[src/rtl/booth_pkg.sv]
// Shared types and helpers for the radix-2 Booth sequential multiplier.
// Provides the FSM state enum, Booth operation enum, default width and op decoder.
package booth_pkg;

    localparam int DEF_WIDTH = 16;

    typedef enum logic [1:0] {
        IDLE,
        CALC,
        DONE
    } state_t;

    typedef enum logic [1:0] {
        OP_NONE,
        OP_ADD,
        OP_SUB
    } op_t;

    // Booth recoding of the current multiplier bit pair {Q[0], q_m1}.
    function automatic op_t booth_op(input logic q0, input logic q_m1);
        op_t op;
        unique case ({q0, q_m1})
            2'b01:   op = OP_ADD;
            2'b10:   op = OP_SUB;
            default: op = OP_NONE;
        endcase
        return op;
    endfunction

endpackage

[src/rtl/booth_step.sv]
// One Booth iteration: add/subtract M into A, then arithmetic right shift of {A, Q, q_m1}.
// Ports: a/q/q_m1/m working state in; a_next/q_next/q_m1_next shifted state out. Purely combinational.
module booth_step
    import booth_pkg::*;
#(
    parameter int WIDTH = DEF_WIDTH
) (
    input  logic [WIDTH:0]   a,
    input  logic [WIDTH-1:0] q,
    input  logic             q_m1,
    input  logic [WIDTH:0]   m,
    output logic [WIDTH:0]   a_next,
    output logic [WIDTH-1:0] q_next,
    output logic             q_m1_next
);

    logic [WIDTH:0] sum;

    // WIDTH+1-bit wrap-around arithmetic; the extra bit keeps -M exact for M = -2^(WIDTH-1).
    always_comb begin
        sum = a;
        unique case (booth_op(q[0], q_m1))
            OP_ADD:  sum = a + m;
            OP_SUB:  sum = a - m;
            default: sum = a;
        endcase
    end

    assign a_next    = {sum[WIDTH], sum[WIDTH:1]};
    assign q_next    = {sum[0], q[WIDTH-1:1]};
    assign q_m1_next = q[0];

endmodule

[src/rtl/booth_seq_mult.sv]
// Radix-2 Booth sequential signed multiplier with start/busy/done handshake.
// Ports: clk, rst (sync, active-high), start, multiplicand, multiplier -> busy, done, product.
// Optional macro BOOTH_EARLY_TERM_EN: finish with one barrel shift once the
// remaining multiplier bits can only produce pure shifts.
module booth_seq_mult
    import booth_pkg::*;
#(
    parameter int WIDTH = DEF_WIDTH,
    parameter int CNT_W = $clog2(WIDTH + 1)
) (
    input  logic                 clk,
    input  logic                 rst,
    input  logic                 start,
    input  logic [WIDTH-1:0]     multiplicand,
    input  logic [WIDTH-1:0]     multiplier,
    output logic                 busy,
    output logic                 done,
    output logic [2*WIDTH-1:0]   product
);

    state_t state;
    state_t state_next;

    logic [WIDTH:0]   a;
    logic [WIDTH:0]   m;
    logic [WIDTH:0]   a_step;
    logic [WIDTH:0]   a_fin;
    logic [WIDTH-1:0] q;
    logic [WIDTH-1:0] q_step;
    logic [WIDTH-1:0] q_fin;
    logic             q_m1;
    logic             q_m1_step;
    logic [CNT_W-1:0] cnt;
    logic [CNT_W-1:0] cnt_dec;
    logic [CNT_W-1:0] cnt_fin;
    logic             early;
    logic             last;

    booth_step #(
        .WIDTH(WIDTH)
    ) u_step (
        .a         (a),
        .q         (q),
        .q_m1      (q_m1),
        .m         (m),
        .a_next    (a_step),
        .q_next    (q_step),
        .q_m1_next (q_m1_step)
    );

    assign cnt_dec = cnt - CNT_W'(1);

`ifdef BOOTH_EARLY_TERM_EN
    logic [WIDTH:0]          mask;
    logic signed [2*WIDTH:0] shifted;

    // After this step, cnt_dec bits remain unprocessed. If they all equal
    // q_m1, every remaining Booth op is OP_NONE, so only shifts are left.
    assign mask    = ((WIDTH + 1)'(1) << cnt_dec) - (WIDTH + 1)'(1);
    assign early   = ((({1'b0, q_step} ^ {(WIDTH + 1){q_m1_step}}) & mask) == '0);
    assign shifted = $signed({a_step, q_step}) >>> cnt_dec;
    assign a_fin   = shifted[2*WIDTH:WIDTH];
    assign q_fin   = shifted[WIDTH-1:0];
`else
    assign early = 1'b0;
    assign a_fin = a_step;
    assign q_fin = q_step;
`endif

    assign cnt_fin = early ? '0 : cnt_dec;
    assign last    = (cnt_fin == '0);

    always_ff @(posedge clk) begin
        if (rst) begin
            state <= IDLE;
        end else begin
            state <= state_next;
        end
    end

    always_comb begin
        state_next = state;
        busy       = 1'b0;
        done       = 1'b0;
        unique case (state)
            IDLE: begin
                if (start) begin
                    state_next = CALC;
                end
            end
            CALC: begin
                busy = 1'b1;
                if (last) begin
                    state_next = DONE;
                end
            end
            DONE: begin
                busy       = 1'b1;
                done       = 1'b1;
                state_next = IDLE;
            end
            default: begin
                state_next = IDLE;
            end
        endcase
    end

    // Product is captured on the last CALC edge so it is valid during DONE.
    always_ff @(posedge clk) begin
        if (rst) begin
            a       <= '0;
            q       <= '0;
            q_m1    <= 1'b0;
            m       <= '0;
            cnt     <= '0;
            product <= '0;
        end else begin
            case (state)
                IDLE: begin
                    if (start) begin
                        m    <= {multiplicand[WIDTH-1], multiplicand};
                        q    <= multiplier;
                        a    <= '0;
                        q_m1 <= 1'b0;
                        cnt  <= CNT_W'(WIDTH);
                    end
                end
                CALC: begin
                    a    <= a_fin;
                    q    <= q_fin;
                    q_m1 <= q_m1_step;
                    cnt  <= cnt_fin;
                    if (last) begin
                        product <= {a_fin[WIDTH-1:0], q_fin};
                    end
                end
                default: begin
                end
            endcase
        end
    end

endmodule

[config.mk]
export PLATFORM = sky130hd
export DESIGN_NAME = booth_seq_mult
export DESIGN_NICKNAME = d
export VERILOG_FILES = /design/src/rtl/booth_pkg.sv /design/src/rtl/booth_step.sv /design/src/rtl/booth_seq_mult.sv
export SDC_FILE = /design/constraint.sdc
export NUM_CORES = 1
export LEC_CHECK = 0
export BUFFER_PORTS_ARGS = -buffer_cell sky130_fd_sc_hd__buf_2
export CORE_MARGIN = 4
export CORE_UTILIZATION = 30
export CTS_BUF_LIST = sky130_fd_sc_hd__clkbuf_4 sky130_fd_sc_hd__clkbuf_8
export DETAILED_ROUTE_END_ITERATION = 8
export PLACE_DENSITY = 0.58
export SLEW_MARGIN = 20
export SYNTH_ARGS = -nofsm -noshare
export SYNTH_HDL_FRONTEND = slang
export SYNTH_SLANG_ARGS = --single-unit
[constraint.sdc]
create_clock -name clk -period 3.9 [get_ports clk]
set_input_delay 0.78 -clock clk [delete_from_list [all_inputs] [get_ports clk]]
set_output_delay 0.78 -clock clk [all_outputs]
set_load 0.005 [all_outputs]
==> summary.txt, run 1 <==
Setup violators final - 0
CTS tree - built
Wire per inst - 13.9 µm
DR iter-0 viols - 237
Async set-reset flop share out of synthesis - 0%
WL final - 12,100 µm
Final instance area - 5530 µm²
Hold_buf cts - 0
Post-synthesis compound-gate area fraction - 22.6%
Yosys cell types - 53
CTS HTree Levels - 3
WHS - 455 ps
Share of cells above drive strength 1 - 15.8%
Ys flop type - dfxtp_1
Final Skew - 6.85 ps
Multi-input logic area - 2790 µm²
Layout fillers - 1,601
Die Ht - 134 µm
Simple-Gate Fraction of Synth Area - 20.0%
Die span in x - 134 µm
RSZ-0062 raised after global routing - false
Syn_nets - 664
Row cnt - 45
Post-Syn Area per Cell - 7.88 µm²
Slew @ Worst Pin - 716 ps
Outcome - complete, no violations
Vias after detailed routing - 4,268
Sequential cell area - 1760 µm²
Post-DP HPWL - 8840 µm
HP Class - reg2reg
Clock slew at reported path FFs - 90 ps
Hold Fails Final Rpt - 0
Clk buf depth - 2
Pin count of the biggest net entering global routing - 39
Seq/Total Area, Yosys - 37.0%
Setup bufs post-CTS - 0
Die ar. - 18,000 µm²
Initial Utilization - 31.0%
Antenna violations before repair - 0
Total CTS buffers - 9
XOR/XNOR Fraction of Synth Area - 4.78%
Highest Clock Rate - 0.281 GHz
Seq cells post-synth - 88
Layout Utilization - 36.0%
Port Buffer Count - 68
Yosys warnings - 0
Synth Area in Adders - 6.46%
Core Region - 15,400 µm²
Post-Syn Instances - 605
Setup TNS - 0 ps
Global-route wire length before repair - 20,000 µm
Worst-path fanout max - 8
Via density - 4.91
DP Area - 5300 µm²
CP arrival - 3860 ps
Vias in the first global route - 4,097
Area grow syn2layout - 16.0%
Fin crit share - 91.3%
IO Count - 69
Mux share of post-synthesis cell area - 4.44%
Clock sinks - 88
Drt pass-1 iters - 4
DRC errors left - 0
Leak - 0.00222 µW
Routability-driven placement congestion ratio - 0.882
Worst-skew pair later-pin latency - 360 ps
EDFF count, synth - 0
Total track usage - 13.5%
Min Tclk post-route - 3560 ps
Pwr Density - 414 nW/µm²
Max cap viols - 0
CP Capture Type - flop
Grt ovf - 0
Final net count - 714
Worst Setup Path Type - reg2reg
Final number of max-transition violations - 0
Peak VDD IR - 165 µV
Antenna Cells - 0
Critical path launch point type - flop
CTS root buffer - clkbuf_8
Largest family of logic cells by synthesized area - compound AO/OA/AOI/OAI gates
Cell Area, Synth - 4770 µm²
Slew margin rel. - 52.3%
Antenna viol nets, final - 0
Critical Path RT - 4200 ps
==> per-stage QoR <==
| stage | setup WS (ps) | instances | total power [µW] |
|---|---|---|---|
| detailed placement | 225 | 855 | 1600 |
| global placement | 335 | 855 | 1600 |
| global route | 94.7 | 870 | 2430 |
| CTS | 220 | 870 | 2310 |
| floorplan | 549 | 605 | 1460 |
| finish | 338 | 870 | 2290 |
==> synthesized netlist by cell type, drive strengths merged (2+ instances only) <==
cell     n  area, µm²
nand2   95        357
dfxtp   88       1760
a21oi   72        360
nor2    62        233
clkbuf  33        124
ha      23        288
a211oi  22        165
inv     21       78.8
o21ai   21        105
mux2i   20        200
nor3    16       80.1
xnor2   14        123
xor2    12        105
nand3   10       50.1
nand2b   8       50.1
a22oi    7       52.6
a21o     6       45.0
a31oi    6       37.5
a32oi    6       52.6
buf      6       23.8
and2     5       31.3
o41ai    5       43.8
o211ai   4       30.0
o21a     4       30.0
o22ai    4       25.0
nand4    3       18.8
o21bai   3       22.5
o31ai    3       22.5
or3      3       18.8
a221oi   2       17.5
nor2b    2       12.5
nor4     2       33.8
nor4b    2       17.5
==> placed cells by master, fill, tap and decap left out, drive strengths merged, types with 14 or more instances in the layout <==
cell and count:
a211oi 22, nor3 16, a21oi 72, buf 78
nand2 95, ha 23, inv 22, nor2 62
o21ai 21, mux2i 20, xnor2 14, dfxtp 88
==> routing by layer <==
metal / global-route usage (%) / wire length (µm) / vias to the layer above
li1: - / - / 2233
met5: 0 / 0 / -
met3: 1.91 / 271 / 15
met2: 22.7 / 5840 / 48
met1: 17.8 / 5780 / 1972
met4: 4.52 / 201 / 0
==> critical path, cell delays in order, from the launching register on <==
cell and delay [ps]:
dfxtp_1 350, or3_1 470, nor3_1 250, nand2b_1 160, nor3_2 260, nor2_1 80, xnor2_1 130, ha_1 380
a21oi_1 210, o21ai_0 180, a221oi_2 300, and4b_1 250, nor2_1 60, or3_1 300, a21oi_1 130
==> cell type report <==
cell class	instances	share of cell area, %
Inverter	21	1.43
Multi-Input combinational cell	457	50.5
Timing Repair Buffer	78	7.51
Clock inverter	4	1.43
Tap cell	211	4.77
Sequential cell	88	31.9
Clock buffer	11	2.51
==> cells by family after synthesis <==
group	Yosys count
muxes	21
DFF	88
buffers and inverters	60
and+or+nand+nor	214
AOI/OAI and AO/OA	172
adders and majority gates	24
xor gates and xnor gates	26
==> flip-flops by register name, summed over array words and instances (netlist names) <==
signal and count:
cnt 5, m 16, q 16, state 2
q_m1 1, product 32, a 16
==> report_power, final <==
group / internal [µW] / leakage [µW] / switching, µW
logic: 232 / 0.00139 / 366
clock network: 377 / 0.000108 / 335
registers: 940 / 0.000716 / 40.5
==> what timing repair did <==
| item | 4_1_cts | 5_1_grt |
|---|---|---|
| resized for setup | 0 | 2 |
| endpoints found under the hold margin | 0 | 0 |
| setup endpoints to repair | 0 | 1 |
==> final timing paths <==
kind                                 from                 endpoint  slack (ps)  depth (start not counted)
hold reg to reg   product[0]$_SDFFE_PP0P_  product[0]$_SDFFE_PP0P_         450                          2
hold / removal    product[0]$_SDFFE_PP0P_  product[0]$_SDFFE_PP0P_         450                          2
setup reg to reg        m[2]$_SDFFE_PP0P_       a[15]$_SDFFE_PP0P_         340                         14
setup / recovery        m[2]$_SDFFE_PP0P_       a[15]$_SDFFE_PP0P_         340                         14
Power figures use the tool's default switching activity.
==> run 2: changes to the inputs <==
--- a/config.mk
+++ b/config.mk
@@ -7,10 +7,10 @@
 export LEC_CHECK = 0
 export BUFFER_PORTS_ARGS = -buffer_cell sky130_fd_sc_hd__buf_2
 export CORE_MARGIN = 4
-export CORE_UTILIZATION = 30
+export CORE_UTILIZATION = 25
 export CTS_BUF_LIST = sky130_fd_sc_hd__clkbuf_4 sky130_fd_sc_hd__clkbuf_8
 export DETAILED_ROUTE_END_ITERATION = 8
-export PLACE_DENSITY = 0.58
+export PLACE_DENSITY = 0.52
 export SLEW_MARGIN = 20
 export SYNTH_ARGS = -nofsm -noshare
 export SYNTH_HDL_FRONTEND = slang
==> run 2 against run 1 <==
Against the previous run:
- non-clock buffer count down 1
- critical path depth did not move
- register-to-register slack worse by 60 ps
- cell count grew 2.6%
- critical endpoint unchanged
- largest cell class unchanged
- largest power group unchanged
- highest routed layer unchanged
==> summary.txt, run 2 (synthesized netlist as in run 1, its figures left out) <==
Min Tclk post-route - 3620 ps
Most common cell after layout, fill and taps aside - nand2_1
Layout Utilization - 29.9%
Setup slack after layout - 279 ps
Critical path launch point type - flop
Most frequent cells in the layout - nand2_1 (95), dfxtp_1 (88), a21oi_1 (72), buf_2 (68), nor2_1 (62)
Pin count of the biggest net entering global routing - 85
HP Class - reg2reg
Slowest CP cell - or3_1
Worst Setup Path Type - reg2reg
R2r worst-path depth - 14
Setup TNS - 0 ps
Port Buffer Count - 68
Critical Path RT - 4200 ps
Final number of max-transition violations - 0
Final net count - 713
Die ar. - 21,300 µm²
Clock slew at reported path FFs - 100 ps
Worst Hold End - product[1]$_SDFFE_PP0P_
Vias after detailed routing - 4,235
Largest stage delay, worst path - 470 ps
Wire per inst - 14.3 µm
Clock sinks - 88
Die span in x - 146 µm
Worst-path fanout max - 8
Vias in the first global route - 4,210
Max cap viols - 0
CTS tree - built
Antenna Cells - 0
RSZ-0062 raised after global routing - false
Routability-driven placement congestion ratio - 0.863
Outcome - complete, no violations
Hold wc startpoint - product[1]$_SDFFE_PP0P_
Leak - 0.00224 µW
Area grow syn2layout - 17.5%
Worst path bufs/invs - 0
Hold_buf cts - 0
CP arrival - 3920 ps
CTS HTree Levels - 3
Row cnt - 50
Antenna viol nets, final - 0
Drt pass-1 iters - 4
CP delay by family, top - simple AND/OR/NAND/NOR gates
Pwr Density - 439 nW/µm²
Non-filler cells, final - 893
Peak VDD IR - 176 µV
Fin crit share - 92.8%
Global-route wire length before repair - 21,200 µm
Initial Utilization - 25.5%
Top reg by flops - product
Share of cells above drive strength 1 - 15.6%
DR iter-0 viols - 270
Largest register FFs - 32
DP Cell Count - 877
CTS root buffer - clkbuf_8
Grt ovf - 0
RR Startpoint - m[2]$_SDFFE_PP0P_
CP Capture Type - flop
Slew @ Worst Pin - 902 ps
Post-DP HPWL - 9430 µm
Setup violators final - 0
Total track usage - 12.0%
Pre-CTS WS - 246 ps
WL final - 12,800 µm
Via density - 4.74
Layout fillers - 2,015
Slew margin rel. - 39.9%
Core Region - 18,700 µm²
IO Count - 69
Final Skew - 10.1 ps
Highest Clock Rate - 0.276 GHz
Clk buf depth - 2
Hold Fails Final Rpt - 0
Worst path cell trace - or3_1 > nor3_1 > nand2b_1 > nor3_2 > nor2_1 > xnor2_1 > ha_1 > a21oi_1 > o21ai_0 > a221oi_1 > and4b_1 > nor2_1 > or3_1 > a21oi_1
Die Ht - 146 µm
WHS - 454 ps
Worst-skew pair later-pin latency - 370 ps
Hold depth - 2
DRC errors left - 0
Critical R2R Capture - a[15]$_SDFFE_PP0P_
Antenna violations before repair - 0
R2R setup slack - 280 ps
Total CTS buffers - 9
[run 2: cell types whose count changed in the layout (fill, tap and decap cells not counted), sizes merged]
cell | previous run | this run
bufinv | 2 | 4
clkinvlp | 1 | 0
clkbuf | 11 | 9
buf | 78 | 77
inv | 22 | 24
[run 2: how the worst max path moves through the flow]
| stage | start | to | slack, ps | depth (start not counted) |
|---|---|---|---|---|
| CTS | m[2]$_SDFFE_PP0P_ | a[15]$_SDFFE_PP0P_ | 230 | 14 |
| global route | m[2]$_SDFFE_PP0P_ | a[15]$_SDFFE_PP0P_ | 20 | 13 |
| floorplan | m[2]$_SDFFE_PP0P_ | a[15]$_SDFFE_PP0P_ | 550 | 15 |
| global placement | m[2]$_SDFFE_PP0P_ | a[15]$_SDFFE_PP0P_ | 300 | 14 |
| detailed placement | m[2]$_SDFFE_PP0P_ | a[15]$_SDFFE_PP0P_ | 250 | 14 |
| finish | m[2]$_SDFFE_PP0P_ | a[15]$_SDFFE_PP0P_ | 280 | 14 |
[run 2: cell type report]
cell class / count / area [µm²] / share of cell area [%]
Tap cell: 234 / 293 / 5.23
Multi-Input combinational cell: 457 / 2790 / 49.8
Sequential cell: 88 / 1760 / 31.5
Inverter: 21 / 78.8 / 1.41
Clock inverter: 7 / 149 / 2.66
Timing Repair Buffer: 77 / 408 / 7.28
Clock buffer: 9 / 124 / 2.21
[run 2: through the flow]
| step | power (µW) | area, µm² |
|---|---|---|
| after floorplan | 1460 | 4770 |
| after global placement | 1610 | 5320 |
| after detailed placement | 1610 | 5320 |
| after CTS | 2480 | 5600 |
| after global routing | 2600 | 5600 |
| final | 2460 | 5600 |
[run 2: timing repair]
item	4_1_cts	5_1_grt
endpoints found under the setup margin	0	1
resized for setup	0	1
setup buffers	0	0
hold endpoints to repair	0	0
[run 2: metal layers]
layer | vias up | GRT usage, % | routed length, µm
met5 | - | 0 | 0
met4 | 0 | 4.99 | 313
met1 | 1924 | 15.5 | 6300
met3 | 17 | 2.17 | 298
li1 | 2241 | - | -
met2 | 53 | 19.9 | 5890
[run 2: worst register-to-register path, delay by kind of cell (launching register included)]
family,cells,cell delay (ps)
AND/OR/NAND/NOR,8,1820
AO/OA/AOI/OAI,4,830
flip-flops,1,360
adder cells (fa/ha/maj),1,390
XOR/XNOR,1,150
[run 2: report_power, final]
group / leakage (µW) / total (µW) / switching [µW] / internal [µW]
Sequential: 0.000716 / 982 / 41.4 / 940
Clock: 0.000136 / 872 / 373 / 500
Combinational: 0.00139 / 602 / 368 / 234
Total: 0.00224 / 2460 / 783 / 1670
